**config.mk**
```make
export PLATFORM = sky130hd
export DESIGN_NAME = imm_pack_encoder
export DESIGN_NICKNAME = d
export VERILOG_FILES = /design/src/rtl/imm_pack_encoder.sv
export SDC_FILE = /design/constraint.sdc
export NUM_CORES = 1
export LEC_CHECK = 0
export BUFFER_PORTS_ARGS = -buffer_cell sky130_fd_sc_hd__buf_2
export CORE_MARGIN = 1.5
export CORE_UTILIZATION = 50
export CTS_CLUSTER_DIAMETER = 40
export DETAILED_ROUTE_END_ITERATION = 6
export PLACE_DENSITY = 0.76
export SLEW_MARGIN = 10
export SYNTH_ARGS = -nofsm -noshare
export SYNTH_HDL_FRONTEND = slang
export SYNTH_SLANG_ARGS = --single-unit
```
**constraint.sdc**
```tcl
create_clock -name clk -period 4.7 [get_ports clk]
set_clock_uncertainty 0.1 [all_clocks]
set_input_delay 1.175 -clock clk [delete_from_list [all_inputs] [get_ports clk]]
set_output_delay 1.175 -clock clk [all_outputs]
set_load 0.03 [all_outputs]
```
**src/rtl/imm_pack_encoder.sv**
```systemverilog
// imm_pack_encoder: packs a sign-extended immediate into instr[31:7] by ImmSrc
// type (I/S/B/J), merging in the non-immediate bits, and queues the result in
// a small output FIFO with valid/ready on both sides.
// Optional feature macro: IMM_RANGE_CHECK_EN enables the representability
// check, per-entry error storage and the saturating err_count.
module imm_pack_encoder #(
  parameter int unsigned FIFO_DEPTH = 4,
  parameter int unsigned CNT_W      = 16
) (
  input  logic                          clk,
  input  logic                          rst,
  input  logic                          in_valid,
  output logic                          in_ready,
  input  logic [1:0]                    in_src,
  input  logic [31:0]                   in_imm,
  input  logic [24:0]                   in_rest,
  output logic                          out_valid,
  input  logic                          out_ready,
  output logic [24:0]                   out_field,
  output logic                          out_err,
  output logic [$clog2(FIFO_DEPTH):0]   fifo_level,
  output logic [CNT_W-1:0]              err_count
);

  localparam int unsigned PW = $clog2(FIFO_DEPTH);
  localparam int unsigned LW = PW + 1;

  typedef enum logic [1:0] {SrcI = 2'd0, SrcS = 2'd1, SrcB = 2'd2, SrcJ = 2'd3} src_e;

  logic [24:0]   enc_field;
  logic          push, pop;
  logic [PW-1:0] wr_ptr_q, wr_ptr_d, rd_ptr_q, rd_ptr_d;
  logic [LW-1:0] level_q, level_d;
  logic [24:0]   field_mem [FIFO_DEPTH];

  // Scatter immediate bits into the instruction field; the rest passes through.
  always_comb begin
    enc_field = in_rest;
    case (src_e'(in_src))
      SrcI: enc_field[24:13] = in_imm[11:0];
      SrcS: begin
        enc_field[24:18] = in_imm[11:5];
        enc_field[4:0]   = in_imm[4:0];
      end
      SrcB: begin
        enc_field[24]    = in_imm[12];
        enc_field[23:18] = in_imm[10:5];
        enc_field[4:1]   = in_imm[4:1];
        enc_field[0]     = in_imm[11];
      end
      default: begin
        enc_field[24]    = in_imm[20];
        enc_field[23:14] = in_imm[10:1];
        enc_field[13]    = in_imm[11];
        enc_field[12:5]  = in_imm[19:12];
      end
    endcase
  end

  assign in_ready   = (level_q < LW'(FIFO_DEPTH));
  assign out_valid  = (level_q != '0);
  assign push       = in_valid && in_ready;
  assign pop        = out_valid && out_ready;
  assign fifo_level = level_q;
  // Gate with out_valid so stale storage never shows after reset or drain.
  assign out_field  = out_valid ? field_mem[rd_ptr_q] : '0;

  // Pointer and occupancy next-state; pointers wrap modulo the power-of-2 depth.
  always_comb begin
    wr_ptr_d = wr_ptr_q + PW'(push);
    rd_ptr_d = rd_ptr_q + PW'(pop);
    level_d  = level_q;
    if (push && !pop) begin
      level_d = level_q + LW'(1);
    end else if (pop && !push) begin
      level_d = level_q - LW'(1);
    end
  end

  // FIFO control state.
  always_ff @(posedge clk) begin
    if (rst) begin
      wr_ptr_q <= '0;
      rd_ptr_q <= '0;
      level_q  <= '0;
    end else begin
      wr_ptr_q <= wr_ptr_d;
      rd_ptr_q <= rd_ptr_d;
      level_q  <= level_d;
    end
  end

  // FIFO storage; contents need no reset because the head is gated by out_valid.
  always_ff @(posedge clk) begin
    if (push) begin
      field_mem[wr_ptr_q] <= enc_field;
    end
  end

`ifdef IMM_RANGE_CHECK_EN
  logic             enc_err;
  logic             err_mem [FIFO_DEPTH];
  logic [CNT_W-1:0] err_count_q, err_count_d;

  // Representability: upper bits must be pure sign extension; B/J must be even.
  always_comb begin
    case (src_e'(in_src))
      SrcI, SrcS: enc_err = !((&in_imm[31:11]) || !(|in_imm[31:11]));
      SrcB:       enc_err = !((&in_imm[31:12]) || !(|in_imm[31:12])) || in_imm[0];
      default:    enc_err = !((&in_imm[31:20]) || !(|in_imm[31:20])) || in_imm[0];
    endcase
  end

  // Saturating count of erroneous words accepted into the FIFO.
  always_comb begin
    err_count_d = err_count_q;
    if (push && enc_err && (err_count_q != '1)) begin
      err_count_d = err_count_q + CNT_W'(1);
    end
  end

  // Error counter register.
  always_ff @(posedge clk) begin
    if (rst) begin
      err_count_q <= '0;
    end else begin
      err_count_q <= err_count_d;
    end
  end

  // Per-entry error flag storage, written alongside the field.
  always_ff @(posedge clk) begin
    if (push) begin
      err_mem[wr_ptr_q] <= enc_err;
    end
  end

  assign out_err   = out_valid ? err_mem[rd_ptr_q] : 1'b0;
  assign err_count = err_count_q;
`else
  // Upper immediate bits only feed the range check.
  logic imm_unused;
  assign imm_unused = ^in_imm[31:21];
  assign out_err    = 1'b0;
  assign err_count  = '0;
`endif

endmodule

```
After elaboration in Yosys (flattened, before gate mapping)
Memory sizes are Yosys's and may differ from the RTL's. A register that Yosys moved wholly into a read port is not among the register bits.
Index checks and enable logic that the tools add are counted.
- bits in registers: 7
- bits in writable memories: 100
- input bits: 63
- output and inout bits: 47
- memories kept: 1
- add/sub/neg operators: 4
- $lt $le $gt $ge: 1
- eq/ne operators: 2
- mux-type cells: 10
- reduce and logical (&&, ||, !) cells: 12
- memories (name ; depth ; width ; rd ports ; clocked after Yosys merged registers in ; write ports ; line ; text):
    field_mem ; 4 ; 25 ; 1 ; 1 ; 1 ; 34 ; logic [24:0] field_mem [FIFO_DEPTH];
- operators with widths (kind ; count):
    2-to-1 mux 25 bit ; 1
    case mux 5 bit (2 select lines) ; 2
    case mux 7 bit (2 select lines) ; 1
    2-to-1 mux 8 bit ; 1
    2-to-1 mux 3 bit ; 2
    adder 2 x 1 -> 2 bit ; 2
    logical AND 1 bit ; 4
    OR reduction 2 bit ; 2
    adder 3 x 1 -> 3 bit (second input constant) ; 1
    less-than comparator 3 bit (second input constant) ; 1
    nonzero test 3 bit ; 1
    OR reduction 3 bit ; 1
    subtractor 3 x 1 -> 3 bit (second input constant) ; 1
    == test 2 x 1 -> 1 bit (second input constant) ; 1
    == test 2 bit (second input constant) ; 1
    logical NOT 1 bit ; 2
    logical NOT 2 bit ; 1
    2-to-1 mux 1 bit ; 2
    2-to-1 mux 2 bit ; 1
    nonzero test 2 bit ; 1

Logic depth before layout (Yosys ltp)
Gate-level depths: netlist (run 1).
- depth in word-level cells: 6
- gate-level depth with buffers: 10

Worst setup path before layout (run 1)
OpenSTA, ideal clock, no wires.
- path kind: input-to-reg
- start point: input port in_valid
- end point: memory field_mem[0][0] (enable)
- library setup time: 444 ps
- data arrival time: 3361 ps
- data required time: 4156 ps
- setup slack: 795 ps
- stages on the path: 2
- cells stage by stage: nor2b_1 nor3b_1
- cells in the longest elaborated chain, start to end: 3
- RTL lines (what ; line ; text):
    from (decl) ; 12 ; input logic in_valid,
    logical AND 1 bit ; 62 ; assign push = in_valid && in_ready;
    2-to-1 mux 1 bit ; 95 ; if (push) begin
    2-to-1 mux 1 bit (not written as such) ; 96 ; field_mem[wr_ptr_q] <= enc_field;
    to (decl) ; 34 ;
Every way passes these cells.

==> results.txt, run 1 <==
Setup ws final -> 1089 ps
Io pins -> 110
IR drop worst, VDD -> 0.2291 mV
CP Buf/Inv Count -> 2
Clk_lat worst skew -> 350 ps
Multi-input gate area -> 1292 µm²
Slew @ Worst Pin -> 846.1 ps
N_diodes -> 0
Worst r2r src -> fifo_level[2]
Register Area -> 3144 µm²
Root buffer cell -> clkbuf_8
MaxCap Viol Count -> 0
CP max-delay cell -> dfxtp_2
Setup crit end -> out_field[1]
Post-synth top area cell -> edfxtp_1
CTS Buffer Depth -> 2
Nets -> 408
Vias per cell -> 5.434
Crit path cell chain -> buf_4 -> mux4_1 -> and2_1 -> buf_2
Fmax -> 276.9 MHz
Crit share post-route -> 76.83%
Crit path from -> rd_ptr_q[0]
CP delay by family, top -> flip-flops
Routed wire per std cell -> 17.52 µm
Die Y -> 99.08 µm
Yosys cell types -> 31
Syn Inst Count -> 258
Flop pwr share -> 44.9%
H-Tree Depth -> 3
Drc violations -> 0
Die area -> 9817 µm²
ANT nets after route -> 0
Logic pwr share -> 36.1%
HPWL Detailed -> 5.072 mm
CTS Buf Count -> 9
Pwr Density -> 529.1 nW/µm²
Setup WS pre-CTS -> 1420 ps
Clock power frac -> 19.0%
Clock-pin slew on the worst setup and hold paths -> 90 ps
Largest cells by area after synthesis -> edfxtp_1 65%, mux4_2 9.8%, and2_1 3.5%, dfxtp_1 3.0%, mux4_1 2.8%
Min Clock Period, post-route -> 3611 ps
Share of post-route cells with drive strength above 1 -> 36.95%
Die W -> 99.08 µm
Final setup fails -> 0
Top cell type's share of synthesized area -> 65.06%
Filler cells -> 680
Most common cell after layout, fill and taps aside -> edfxtp_1
RePlAce Congestion -> 0.8170
Hold Buf Count CTS -> 0
CTS sink count -> 107
Reg2reg path depth -> 9
CTS tree -> yes
Slew HR -> 43.59%
Highest-count cells in the layout ignoring fill and taps -> 100 x edfxtp_1, 74 x buf_2, 26 x and2_1
DR iter-0 viols -> 125
Core Area -> 8848 µm²
Crit end category -> primary output
Synthesized cell area -> 4616 µm²
Vias -> 2440
Number of global-route vias before repair -> 2442
Area growth from synthesis to layout -> 12.74%
RSZ-0062 raised after global routing -> false
Arrival time worst endpoint -> 2340 ps
Initial Utilization -> 52.16%
Worst setup SP type -> register
TNS Setup -> 0 ps
Fin. max-slew vios -> 0
Worst hold path type -> reg2reg
Largest net degree at the start of global routing -> 28
# resized after CTS -> 0
Total grt overflow -> 0
Sw Pwr -> 0.0009500 W
Largest stage delay, worst path -> 630 ps
Rows -> 34
First drt pass iteration count -> 4
Switching part of the total -> 34.50%
Hold Vio Cnt, Final -> 0
Setup Crit Path Kind -> reg2out
Status -> finished, final reports clean
Data required time of the worst path -> 3420 ps
First-pass GRT wire length -> 12.49 mm
Lkg Pwr -> 1.947 nW
Sequential share of the synthesized area -> 68.09%
Internal power -> 0.001803 W
Yosys reg bits -> 107
R2r setup slk -> 1840 ps
# port buffers -> 74
Initial antenna violation count -> 0
Ys Warns -> 0
Post-CTS Setup Repair Bufs -> 0
Syn Area/Cell -> 17.89 µm²
All-Layer GR Usage -> 17.24%
Drt total wl -> 7.866 mm
End of the worst register-to-register path -> fifo_level[2]
CP Depth -> 4
Critical-path maximum fanout -> 14
-- state kept, by name, summed over array words and instances (netlist names) --
name        flops
field_mem     100
fifo_level      3
rd_ptr_q        2
wr_ptr_q        2
-- through the flow --
stage	cell area (µm²)	power, W	util (%)	hold slack, ps	cells
after detailed placement	5021	0.002266	56.74	427.5	434
after global placement	5021	0.002244	56.74	406.9	434
after floorplan	4676	0.002037	-	423.8	274
after CTS	5204	0.002781	58.81	440.9	449
final	5204	0.002753	58.81	429.8	449
after global routing	5204	0.002889	58.81	514.6	449
-- cell families (layout without fill, tap and decap cells) --
kind of cell	after synthesis	count (layout)	synth area share, %
buffers and inverters	37	104	5.367
multiplexers	35	35	15.02
adder cells (fa/ha/maj)	8	8	2.331
other	1	17	0.08124
AO/OA/AOI/OAI	15	15	2.168
AND/OR/NAND/NOR	51	51	6.181
XOR/XNOR	4	4	0.7592
flip-flops	107	107	68.09
-- worst min-delay path: stages, from the launching register on --
cell	delay [ps]
dfxtp_1	350
o21ai_0	80
a21oi_1	60
-- power by group through the flow --
stage | clock network (W) | logic, W | registers, W
2_1_floorplan | 0 | 0.000796 | 0.00124
3_3_place_gp | 0 | 0.000994 | 0.00125
3_5_place_dp | 0 | 0.00101 | 0.00126
4_1_cts | 0.000535 | 0.00101 | 0.00124
5_1_grt | 0.000564 | 0.00107 | 0.00125
6_report | 0.000524 | 0.000994 | 0.00124
-- cells in the mapped netlist --
library cell / instances
nor3b_1: 1
buf_12: 2
mux2i_1: 1
buf_6: 1
and3b_1: 1
o21ai_0: 3
dfxtp_1: 7
mux4_1: 5
buf_2: 4
inv_1: 9
fa_1: 1
nand2_1: 8
or2_2: 1
a22oi_1: 2
buf_4: 17
ha_1: 7
xor2_1: 2
and2_1: 26
a21oi_1: 2
edfxtp_1: 100
o22ai_1: 4
nor2b_1: 4
mux4_2: 20
a22o_1: 4
clkbuf_1: 4
mux2_2: 9
and3_1: 1
nor2_1: 7
or3_1: 2
xnor2_1: 2
conb_1: 1
-- how the worst min path moves through the flow --
stage                       start            end  slack, ps  cells after the start
floorplan             wr_ptr_q[1]    wr_ptr_q[1]        420                      2
global placement    fifo_level[2]  fifo_level[2]        410                      2
detailed placement  fifo_level[2]  fifo_level[2]        430                      2
CTS                 fifo_level[2]  fifo_level[2]        440                      2
global route        fifo_level[2]  fifo_level[2]        510                      2
finish              fifo_level[2]  fifo_level[2]        430                      2
-- final cells by class --
type | instances | share of cell area [%]
multi-input cells | 130 | 24.84
flip-flops and latches | 107 | 60.42
clock buffers | 10 | 2.453
clock inverters | 5 | 1.058
repair buffers | 80 | 7.983
well taps | 108 | 2.597
inverters | 9 | 0.6492
-- routing by layer --
metal	up-vias	part of all wire (%)	GRT usage, %
li1	1110	-	-
met4	0	1.8	7.801
met5	-	0	0
met3	9	4.0	2.837
met1	1239	44	21.83
met2	82	51	29.50
Note: power is estimated with default switching activity, not from simulation.
==> run 2, diff against run 1 <==
Clock period 4.7 ns to 3.8 ns, I/O delays scaled along.
==> run 2 against run 1 <==
Cell area up 0.94%. Critical path depth unchanged. Global-route usage up 0.16 points. Final cell count up 1.1%. Critical endpoint is now out_field[12]. Non-clock buffer count up 4. Routed wire length up 1.5%. Core utilization up 0.55 points. Register-to-register slack worse by 710 ps. Hold slack better by 18 ps. Worst setup slack worse by 450 ps.
==> results.txt, run 2 (synthesis results as in run 1) <==
Status -> finished, final reports clean
Setup Crit Path Kind -> reg2out
ANT nets after route -> 0
Min Clock Period, post-route -> 3166 ps
CTS Buffer Depth -> 2
Post-CTS Setup Repair Bufs -> 0
Vias per cell -> 5.414
Routed wire per std cell -> 17.58 µm
RSZ-0062 raised after global routing -> false
Largest net degree at the start of global routing -> 26
IR drop worst, VDD -> 0.3218 mV
Final setup fails -> 0
Die W -> 99.08 µm
Clock power frac -> 17.9%
MaxCap Viol Count -> 0
Vias -> 2458
Slew HR -> 57.03%
Hold Buf Count CTS -> 0
Power Total -> 0.003407 W
H-Tree Depth -> 3
Initial Utilization -> 52.16%
Crit end category -> primary output
Rows -> 34
RePlAce Congestion -> 0.7328
Slew @ Worst Pin -> 643.7 ps
Fin. max-slew vios -> 0
Setup WS pre-CTS -> 900.0 ps
Switching part of the total -> 35.34%
Root buffer cell -> clkbuf_8
# resized after CTS -> 0
Nets -> 412
GR Layer Usage met2 -> 30.13%
Crit path cell chain -> buf_4 -> mux4_2 -> and2_1 -> buf_2
CTS tree -> yes
Area growth from synthesis to layout -> 13.80%
Max reg flops -> 100
Met1 GRT Util -> 22.22%
Cells after DPL -> 438
DR iter-0 viols -> 104
Highest-count cells in the layout ignoring fill and taps -> 100 x edfxtp_1, 74 x buf_2, 26 x and2_1
Largest stage delay, worst path -> 740 ps
Number of global-route vias before repair -> 2496
Pwr Density -> 648.6 nW/µm²
Core Area -> 8848 µm²
Clock-pin slew on the worst setup and hold paths -> 100 ps
Lkg Pwr -> 1.974 nW
Data required time of the worst path -> 2750 ps
Filler cells -> 710
Gr busiest metal -> met2
Clk_lat worst skew -> 350 ps
CP delay by family, top -> flip-flops
TNS Setup -> 0 ps
Share of post-route cells with drive strength above 1 -> 38.44%
Logic pwr share -> 37.3%
Drt total wl -> 7.981 mm
Met3 Track Usage GR -> 2.695%
First-pass GRT wire length -> 12.63 mm
Post-route insts no fill -> 454
Biggest register -> field_mem
CTS sink count -> 107
CP max-delay cell -> dfxtp_1
Setup ws final -> 634.4 ps
Internal power -> 0.002203 W
Die Y -> 99.08 µm
Die area -> 9817 µm²
Arrival time worst endpoint -> 2120 ps
Most common cell after layout, fill and taps aside -> edfxtp_1
Sw Pwr -> 0.001204 W
Hold Vio Cnt, Final -> 0
All-Layer GR Usage -> 17.40%
Crit share post-route -> 83.31%
Io pins -> 110
CP Buf/Inv Count -> 2
Initial antenna violation count -> 0
Worst setup SP type -> register
HPWL Detailed -> 5.460 mm
Critical-path maximum fanout -> 13
N_diodes -> 0
First drt pass iteration count -> 4
CTS Buf Count -> 9
Drc violations -> 0
Flop pwr share -> 44.8%
# port buffers -> 74
Total grt overflow -> 0
Worst hold path type -> reg2reg
Fmax -> 315.9 MHz
## run 2: through the flow
| stage | hold slack (ps) | area [µm²] | utilization (%) |
|---|---|---|---|
| after floorplan | 423.8 | 4676 | - |
| after global placement | 410.8 | 5076 | 57.37 |
| after detailed placement | 427.3 | 5076 | 57.37 |
| after CTS | 440.0 | 5253 | 59.36 |
| after global routing | 504.8 | 5253 | 59.36 |
| final | 448.1 | 5253 | 59.36 |
## run 2: worst paths after layout
kind / endpoint / depth (start not counted) / start / slack (ps)
worst min register to register: fifo_level[2] / 2 / fifo_level[2] / 450
worst min-delay path: fifo_level[2] / 2 / fifo_level[2] / 450
worst max register to register: fifo_level[2] / 9 / fifo_level[2] / 1130
worst max-delay path: out_field[12] / 4 / rd_ptr_q[1] / 630
## run 2: tightest hold or removal path, cell delays in order, from the launching register on
cell and delay [ps]:
dfxtp_1 360, o21ai_0 90, a21oi_1 60
## run 2: power by group through the flow
stage,Sequential [W],Clock [W],Combinational [W]
after floorplan,0.00153,0,0.000984
final,0.00153,0.000610,0.00127
after detailed placement,0.00156,0,0.00128
after CTS,0.00153,0.000629,0.00129
after global routing,0.00154,0.000669,0.00137
after global placement,0.00154,0,0.00127
## run 2: layer usage
layer / vias up / share of wire (%)
li1: 1123 / -
met1: 1242 / 42
met2: 81 / 52
met3: 12 / 4.1
met4: 0 / 1.8
met5: - / 0
## run 2: final cells by class
class | instances | area [µm²] | share of cell area [%]
Multi-Input combinational cell | 130 | 1292 | 24.61
Tap cell | 108 | 135.1 | 2.573
Timing Repair Buffer | 84 | 470.5 | 8.957
Sequential cell | 107 | 3144 | 59.86
Inverter | 9 | 33.78 | 0.6432
Clock inverter | 7 | 52.55 | 1.000
Clock buffer | 9 | 123.9 | 2.358
